File: src/rtl/lsq_stq_drain.sv
// lsq_stq_drain: drain sequencer for retired store bundles.
// Buffers retired bundles in a FIFO. Each bundle is a 6-slot store mask with an II tag.
// The stores of the head bundle go out in ascending slot order on two cache write ports,
// at most two per cycle and never mixing bundles.
// A one-cycle done pulse reports each bundle once its last stores have been issued.
module lsq_stq_drain #(
   parameter int DEPTH = 4,
   parameter int CNT_W = $clog2(DEPTH + 1)
) (
   input  logic             clk,
   input  logic             rst,
   input  logic             push_en,
   input  logic [5:0]       push_mask,
   input  logic [5:0]       push_II,
   output logic             full,
   output logic             empty,
   output logic [CNT_W-1:0] count,
   output logic             ovf,
   input  logic             wr_stall,
   output logic             wr0_en,
   output logic [2:0]       wr0_slot,
   output logic [5:0]       wr0_II,
   output logic             wr1_en,
   output logic [2:0]       wr1_slot,
   output logic [5:0]       wr1_II,
   output logic             done_en,
   output logic [5:0]       done_II
);

   localparam int PTR_W = $clog2(DEPTH);

   // Isolate the lowest set bit of a store mask as a one-hot value.
   function automatic logic [5:0] lowest_bit(input logic [5:0] m);
      return m & (~m + 6'd1);
   endfunction

   // Return the index of the lowest set bit of a store mask, or 0 when the mask is empty.
   function automatic logic [2:0] lowest_idx(input logic [5:0] m);
      logic [2:0] idx;
      idx = 3'd0;
      for (int i = 5; i >= 0; i--) begin
         if (m[i]) begin
            idx = 3'(i);
         end else begin
            idx = idx;
         end
      end
      return idx;
   endfunction

   // Bundle storage. Each entry is an II tag plus the slots that remain to be written.
   logic [5:0]       ii_q   [DEPTH];
   logic [5:0]       mask_q [DEPTH];
   logic [PTR_W-1:0] head_q, head_d;
   logic [PTR_W-1:0] tail_q, tail_d;
   logic [CNT_W-1:0] count_q, count_d;
   logic             ovf_q, ovf_d;

   // Registered write-port and completion outputs.
   logic             wr0_en_q, wr0_en_d;
   logic [2:0]       wr0_slot_q, wr0_slot_d;
   logic [5:0]       wr0_II_q, wr0_II_d;
   logic             wr1_en_q, wr1_en_d;
   logic [2:0]       wr1_slot_q, wr1_slot_d;
   logic [5:0]       wr1_II_q, wr1_II_d;
   logic             done_en_q, done_en_d;
   logic [5:0]       done_II_q, done_II_d;

   // Head decode and issue, pop and push decisions.
   logic [5:0] head_mask_s;
   logic [5:0] head_ii_s;
   logic       full_s;
   logic       head_valid_s;
   logic       issue_s;
   logic [5:0] b0_s;
   logic [5:0] rest_s;
   logic [5:0] b1_s;
   logic [5:0] cleared_s;
   logic [2:0] s0_s;
   logic [2:0] s1_s;
   logic       has_s1_s;
   logic       pop_s;
   logic       push_valid_s;
   logic       push_acc_s;

   // Pick the two lowest pending slots of the head and derive the pop and push decisions.
   always_comb begin
      head_mask_s  = mask_q[head_q];
      head_ii_s    = ii_q[head_q];
      full_s       = (count_q == CNT_W'(DEPTH));
      head_valid_s = (count_q != {CNT_W{1'b0}});
      issue_s      = head_valid_s && !wr_stall;
      b0_s         = lowest_bit(head_mask_s);
      rest_s       = head_mask_s & ~b0_s;
      b1_s         = lowest_bit(rest_s);
      cleared_s    = rest_s & ~b1_s;
      s0_s         = lowest_idx(head_mask_s);
      s1_s         = lowest_idx(rest_s);
      has_s1_s     = (rest_s != 6'd0);
      pop_s        = issue_s && (cleared_s == 6'd0);
      push_valid_s = push_en && (push_mask != 6'd0);
      // A full FIFO still takes a push when the head frees its entry in the same cycle.
      push_acc_s   = push_valid_s && (!full_s || pop_s);
   end

   // Next-state for the pointers, the occupancy count and the sticky overflow flag.
   always_comb begin
      head_d  = head_q;
      tail_d  = tail_q;
      count_d = count_q;
      ovf_d   = ovf_q;
      if (pop_s) begin
         head_d = head_q + PTR_W'(1);
      end else begin
         head_d = head_q;
      end
      if (push_acc_s) begin
         tail_d = tail_q + PTR_W'(1);
      end else begin
         tail_d = tail_q;
      end
      if (push_acc_s && !pop_s) begin
         count_d = count_q + CNT_W'(1);
      end else if (pop_s && !push_acc_s) begin
         count_d = count_q - CNT_W'(1);
      end else begin
         count_d = count_q;
      end
      if (push_valid_s && !push_acc_s) begin
         ovf_d = 1'b1;
      end else begin
         ovf_d = ovf_q;
      end
   end

   // Next-state for the write ports and the done pulse. Slot and II hold while idle.
   always_comb begin
      wr0_en_d   = issue_s;
      wr0_slot_d = wr0_slot_q;
      wr0_II_d   = wr0_II_q;
      wr1_en_d   = issue_s && has_s1_s;
      wr1_slot_d = wr1_slot_q;
      wr1_II_d   = wr1_II_q;
      done_en_d  = pop_s;
      done_II_d  = done_II_q;
      if (issue_s) begin
         wr0_slot_d = s0_s;
         wr0_II_d   = head_ii_s;
      end else begin
         wr0_slot_d = wr0_slot_q;
         wr0_II_d   = wr0_II_q;
      end
      if (issue_s && has_s1_s) begin
         wr1_slot_d = s1_s;
         wr1_II_d   = head_ii_s;
      end else begin
         wr1_slot_d = wr1_slot_q;
         wr1_II_d   = wr1_II_q;
      end
      if (pop_s) begin
         done_II_d = head_ii_s;
      end else begin
         done_II_d = done_II_q;
      end
   end

   // Bundle storage update. When full with a simultaneous pop, tail equals head and the push wins.
   always_ff @(posedge clk) begin
      if (rst) begin
         for (int i = 0; i < DEPTH; i++) begin
            ii_q[i]   <= 6'd0;
            mask_q[i] <= 6'd0;
         end
      end else begin
         if (issue_s) begin
            mask_q[head_q] <= cleared_s;
         end
         if (push_acc_s) begin
            mask_q[tail_q] <= push_mask;
            ii_q[tail_q]   <= push_II;
         end
      end
   end

   // Control and output register update.
   always_ff @(posedge clk) begin
      if (rst) begin
         head_q     <= {PTR_W{1'b0}};
         tail_q     <= {PTR_W{1'b0}};
         count_q    <= {CNT_W{1'b0}};
         ovf_q      <= 1'b0;
         wr0_en_q   <= 1'b0;
         wr0_slot_q <= 3'd0;
         wr0_II_q   <= 6'd0;
         wr1_en_q   <= 1'b0;
         wr1_slot_q <= 3'd0;
         wr1_II_q   <= 6'd0;
         done_en_q  <= 1'b0;
         done_II_q  <= 6'd0;
      end else begin
         head_q     <= head_d;
         tail_q     <= tail_d;
         count_q    <= count_d;
         ovf_q      <= ovf_d;
         wr0_en_q   <= wr0_en_d;
         wr0_slot_q <= wr0_slot_d;
         wr0_II_q   <= wr0_II_d;
         wr1_en_q   <= wr1_en_d;
         wr1_slot_q <= wr1_slot_d;
         wr1_II_q   <= wr1_II_d;
         done_en_q  <= done_en_d;
         done_II_q  <= done_II_d;
      end
   end

   assign full     = (count_q == CNT_W'(DEPTH));
   assign empty    = (count_q == {CNT_W{1'b0}});
   assign count    = count_q;
   assign ovf      = ovf_q;
   assign wr0_en   = wr0_en_q;
   assign wr0_slot = wr0_slot_q;
   assign wr0_II   = wr0_II_q;
   assign wr1_en   = wr1_en_q;
   assign wr1_slot = wr1_slot_q;
   assign wr1_II   = wr1_II_q;
   assign done_en  = done_en_q;
   assign done_II  = done_II_q;

endmodule

File: config.mk
export PLATFORM = sky130hd
export DESIGN_NAME = lsq_stq_drain
export DESIGN_NICKNAME = d
export VERILOG_FILES = /design/src/rtl/lsq_stq_drain.sv
export SDC_FILE = /design/constraint.sdc
export NUM_CORES = 1
export LEC_CHECK = 0
export CORE_MARGIN = 2
export CORE_UTILIZATION = 35
export CTS_CLUSTER_SIZE = 16
export DETAILED_ROUTE_END_ITERATION = 10
export PLACE_DENSITY = 0.54
export SYNTH_ARGS = -nofsm -noshare
export SYNTH_HDL_FRONTEND = slang
export SYNTH_SLANG_ARGS = --single-unit
File: constraint.sdc
create_clock -name clk -period 3.9 [get_ports clk]
set_clock_uncertainty 0.1 [all_clocks]
set_input_delay 1.17 -clock clk [delete_from_list [all_inputs] [get_ports clk]]
set_output_delay 1.17 -clock clk [all_outputs]
set_load 0.01 [all_outputs]
After elaboration in Yosys (flattened, before gate mapping)
Memories as Yosys holds them, arrays and structs flattened. A register that Yosys moved wholly into a read port is not among the register bits.
Index checks and enable logic that the tools add are counted.
- bits in registers: 35
- RAM bits: 48
- bits of input ports: 16
- memories: 2
- add/subtract/negate cells: 6
- equality and inequality tests: 1
- multiplexer cells: 35
- bitwise logic cells: 8
- reduce and logical (&&, ||, !) cells: 22
- memories (memory ; words ; bits a word ; read ports ; clocked after memory_dff ; write ports ; line ; text):
    ii_q ; 4 ; 6 ; 1 ; 1 ; 4 ; 52 ; logic [5:0] ii_q [DEPTH];
    mask_q ; 4 ; 6 ; 1 ; 1 ; 4 ; 53 ; logic [5:0] mask_q [DEPTH];
- operators with widths (operator ; number):
    two-way mux 3 bit ; 14
    bitwise AND 6 bit ; 4
    inverter 6 bit ; 4
    two-way mux 6 bit ; 3
    OR reduction 6 bit ; 3
    two-way mux 2 bit ; 7
    adder 6 x 1 -> 6 bit, second input constant ; 2
    nonzero test 6 bit ; 2
    two-way mux 1 bit ; 11
    logical AND 1 bit ; 8
    logical NOT 6 bit ; 1
    adder 2 x 1 -> 2 bit, second input constant ; 2
    logical NOT 1 bit ; 4
    adder 3 x 1 -> 3 bit, second input constant ; 1
    == test 3 bit, second input constant ; 1
    logical NOT 3 bit ; 1
    nonzero test 3 bit ; 1
    subtractor 3 x 1 -> 3 bit, second input constant ; 1
    nonzero test 2 bit ; 1
    logical OR 1 bit ; 1

Logic depth before layout (Yosys ltp)
Gate-level depths: netlist (run 1).
- word-level depth: 19
- gate-level depth with buffers: 15
- mapped depth without buffers: 13

Least setup slack after synthesis (run 1)
No wires, ideal clock.
- path kind: register -> register
- from: register (tool-made name)
- to: register count_q[2] (netlist: count[2])
- library setup time: 0.071 ns
- arrival time: 3.592 ns
- data required time: 3.729 ns
- slack: 0.137 ns
- cell stages (with the launch flop): 16
- buffers on the path: 3
- period minus slack after synthesis: 3.763 ns
- cell sequence: dfxtp_1 buf_6 mux4_2 buf_6 a2111o_1 nand2_2 o32ai_1 or3_1 buf_6 inv_4 ha_1 inv_1 fa_1 xor2_1 or3_1 a21oi_1
- RTL lines (element ; line ; text):
    end signal, assigned ; 190 ; count_q <= {CNT_W{1'b0}};
    end signal, assigned ; 203 ; count_q <= count_d;
    end, declared ; 56 ; logic [CNT_W-1:0] count_q, count_d;

==> results_dict.tcl, run 1 <==
set metrics [dict create \
    ys_ff_latch 85 \
    met1_usage 0.222 \
    wl_per_cell_um 17.1 \
    totalWireLength_um 9680 \
    r2r_cells 13 \
    remaining_drc_errors 0 \
    drive_above_1_share 0.180 \
    cts_tree "yes" \
    synthCells 344 \
    synth_mux_area_frac 0.111 \
    busiest_layer "met2" \
    area_delta_synth_final_pct 28.5 \
    die_w_um 110 \
    die_area_sq_um 12200 \
    path_max_fanout 7 \
    p_switching_uw 1190 \
    grt_util_met2 0.263 \
    cts_root_buffer "clkbuf_16" \
    crit_required_ns 4.06 \
    fin_crit_ns 3.68 \
    grt_pass1_vias 2932 \
    ios 49 \
    seqPwrFrac 0.355 \
    start_kind "flip-flop" \
    cts_made_buffers 9 \
    via_per_inst 5.28 \
    worstPathArrival_ns 3.84 \
    tns_ns 0 \
    final_cell_mix "nor2_1, edfxtp_1, clkdlybuf4s50_1" \
    p_per_area_nw_per_um2 678 \
    hpwl_um 6980 \
    slew_headroom 0.356 \
    gp_congestion 0.841 \
    cts_sinks 85 \
    fmax_ghz 0.272 \
    final_common_cell "nor2_1" \
    finalNonFillerCells 567 \
    combPwrFrac 0.402 \
    synth_nets 366 \
    synthArstFlopShare 0 \
    synth_edf_count 48 \
    report.final.slew_viol_count 0 \
    clkPwrFrac 0.243 \
    drt_pre_antenna_iters 5 \
    power.share.switching 0.344 \
    num-fill-cells 1038 \
    ys_warn_count 0 \
    synth_area_sq_um 3970 \
    grt_max_degree 34 \
    ys.flop_type "edfxtp_1" \
    antenna_found_initial 0 \
    num_rows 38 \
    power.leakage_uw 0.00196 \
    gr-usage-met3 0.0417 \
    clk_pin_slew_ns 0.06 \
    hold-path-cell-count 2 \
    yosysSeqAreaShare 0.550 \
    first_iter_violations 250 \
    io_buffers 48 \
    whs_ns 0.357 \
    ys_types 53 \
    post_cts_resized 0 \
    worst_pin_slew_ns 0.957 \
    synth.avg_cell_area_sq_um 11.5 \
    cts_buffer_depth 2 \
    worstSkewPairLatency_ns 0.33 \
    nets 444 \
    grt_setup_unrepaired "no" \
    grt_pass1_wl_um 15700 \
    coreArea_sq_um 10900 \
    die_y_um 110 \
    yosys.area_share.simple 0.146 \
    dp.cells 551 \
    start_util 0.363 \
    hold_buffers 0 \
    ff2ff_setup_slack_ns 0.22 \
    intPower_uw 2270 \
    end_kind "flip-flop" \
    grt.total_usage 0.165 \
    post-route-util 0.466 \
    num_vias 2994 \
    post-route-period-util 0.943 \
    synth_top_family_by_area "simple AND/OR/NAND/NOR gates" \
    synth_xor_area_frac 0.0110 \
    gr-total-overflow 0 \
    finalHoldViolCount 0 \
    path_class "flip-flop to flip-flop" \
    htreeDepth 3 \
    outcome "finished clean" \
    synth_fa_ha_area_frac 0.0237 \
    ir_drop_v 0.000286 \
    synth_compound_area_frac 0.119 \
    max_cap_violations 0 \
    cts_setup_buffers 0 \
    antenna_cells 0 \
    hold_path_class "flip-flop to flip-flop" \
    setup_viol 0 \
    ant_nets 0 \
]
==> final timing paths <==
kind	start	endpoint
max reg2reg	flip-flop	count[2]
min	wr0_slot[2]	wr0_slot[2]
max	flip-flop	count[2]
min reg2reg	wr0_slot[2]	wr0_slot[2]
==> kinds of logic (layout without fill, tap and decap cells) <==
family / Yosys count / count (layout)
buffers and inverters: 30 / 113
AND/OR/NAND/NOR: 127 / 127
flip-flops: 85 / 85
AO/OA/AOI/OAI: 62 / 62
XOR/XNOR: 5 / 5
adder cells (fa/ha/maj): 7 / 7
multiplexers: 28 / 28
==> routing by layer <==
layer,wire [um],up-vias
met5,0,-
met4,126,0
met2,4520,112
met3,597,10
met1,4430,1439
li1,-,1433
==> synth_stat cells, drive strengths merged (2+ instances only) <==
| cell | instances | area, sq um |
|---|---|---|
| o21a | 3 | 22.5 |
| nand2 | 38 | 145 |
| a32o | 15 | 150 |
| o21ai | 4 | 20.0 |
| edfxtp | 48 | 1440 |
| mux4 | 12 | 278 |
| mux2i | 15 | 150 |
| clkbuf | 9 | 33.8 |
| xnor2 | 3 | 26.3 |
| or2 | 3 | 18.8 |
| a21oi | 20 | 104 |
| nand3 | 4 | 35.0 |
| nor2 | 58 | 234 |
| ha | 5 | 62.6 |
| xor2 | 2 | 17.5 |
| dfxtp | 37 | 741 |
| a31o | 2 | 17.5 |
| and3 | 8 | 50.1 |
| inv | 11 | 43.8 |
| o311ai | 2 | 17.5 |
| o31ai | 2 | 15.0 |
| o211ai | 3 | 22.5 |
| buf | 10 | 81.3 |
| nor3 | 8 | 40.0 |
| a2111oi | 2 | 17.5 |
| a2111o | 2 | 22.5 |
| or3 | 2 | 12.5 |
| nor4 | 2 | 12.5 |
==> worst max-delay path, cell delays in order, from the launching register on <==
cell and delay (ns):
dfxtp_1 0.35, buf_12 0.15, mux4_2 0.58, maj3_2 0.37, a21oi_1 0.21, nor4_1 0.10
or3_1 0.46, inv_4 0.08, ha_1 0.17, inv_1 0.06, fa_1 0.37, xor2_1 0.16
or3_1 0.30, a21oi_1 0.14
==> per-stage QoR <==
stage	area (sq um)	setup WS [ns]	total power [uW]
6_report	5090	0.224	3450
5_1_grt	5090	0.00268	3670
2_1_floorplan	3970	0.137	2090
4_1_cts	5100	0.154	3460
3_3_place_gp	4800	0.0659	2590
3_5_place_dp	4800	-0.0168	2630
==> power by group through the flow <==
stage / Combinational [uW] / Clock, uW / Sequential [uW]
2_1_floorplan: 834 / 0 / 1250
3_3_place_gp: 1350 / 0 / 1240
3_5_place_dp: 1380 / 0 / 1250
4_1_cts: 1380 / 853 / 1230
5_1_grt: 1520 / 899 / 1250
6_report: 1390 / 840 / 1220
==> state kept, by name, summed over array words and instances (netlist names), named ones only <==
| register | cells |
|---|---|
| head_q | 2 |
| tail_q | 2 |
| mask_q | 24 |
| wr1_en | 1 |
| count | 3 |
| wr0_en | 1 |
| done_en | 1 |
| done_II | 6 |
| ii_q | 24 |
| wr1_II | 6 |
| ovf | 1 |
| wr0_slot | 3 |
| wr0_II | 6 |
| wr1_slot | 3 |
==> layout make-up <==
cell class	instances	area, sq um	share of cell area
Sequential cell	85	2180	0.428
Multi-Input combinational cell	229	1620	0.319
Timing Repair Buffer	86	778	0.153
Clock buffer	9	225	0.0442
Tap cell	140	175	0.0344
Clock inverter	7	66.3	0.0130
Inverter	11	43.8	0.00860
No activity file was read; power rests on OpenSTA's default activity.
==> run 2, diff against run 1 <==
CTS_BUF_LIST = sky130_fd_sc_hd__clkbuf_16   (was not set)
SLEW_MARGIN = 10   (was not set)
==> results of run 2 <==
The final DEF is identical to that of run 1; final timing and power are the same.
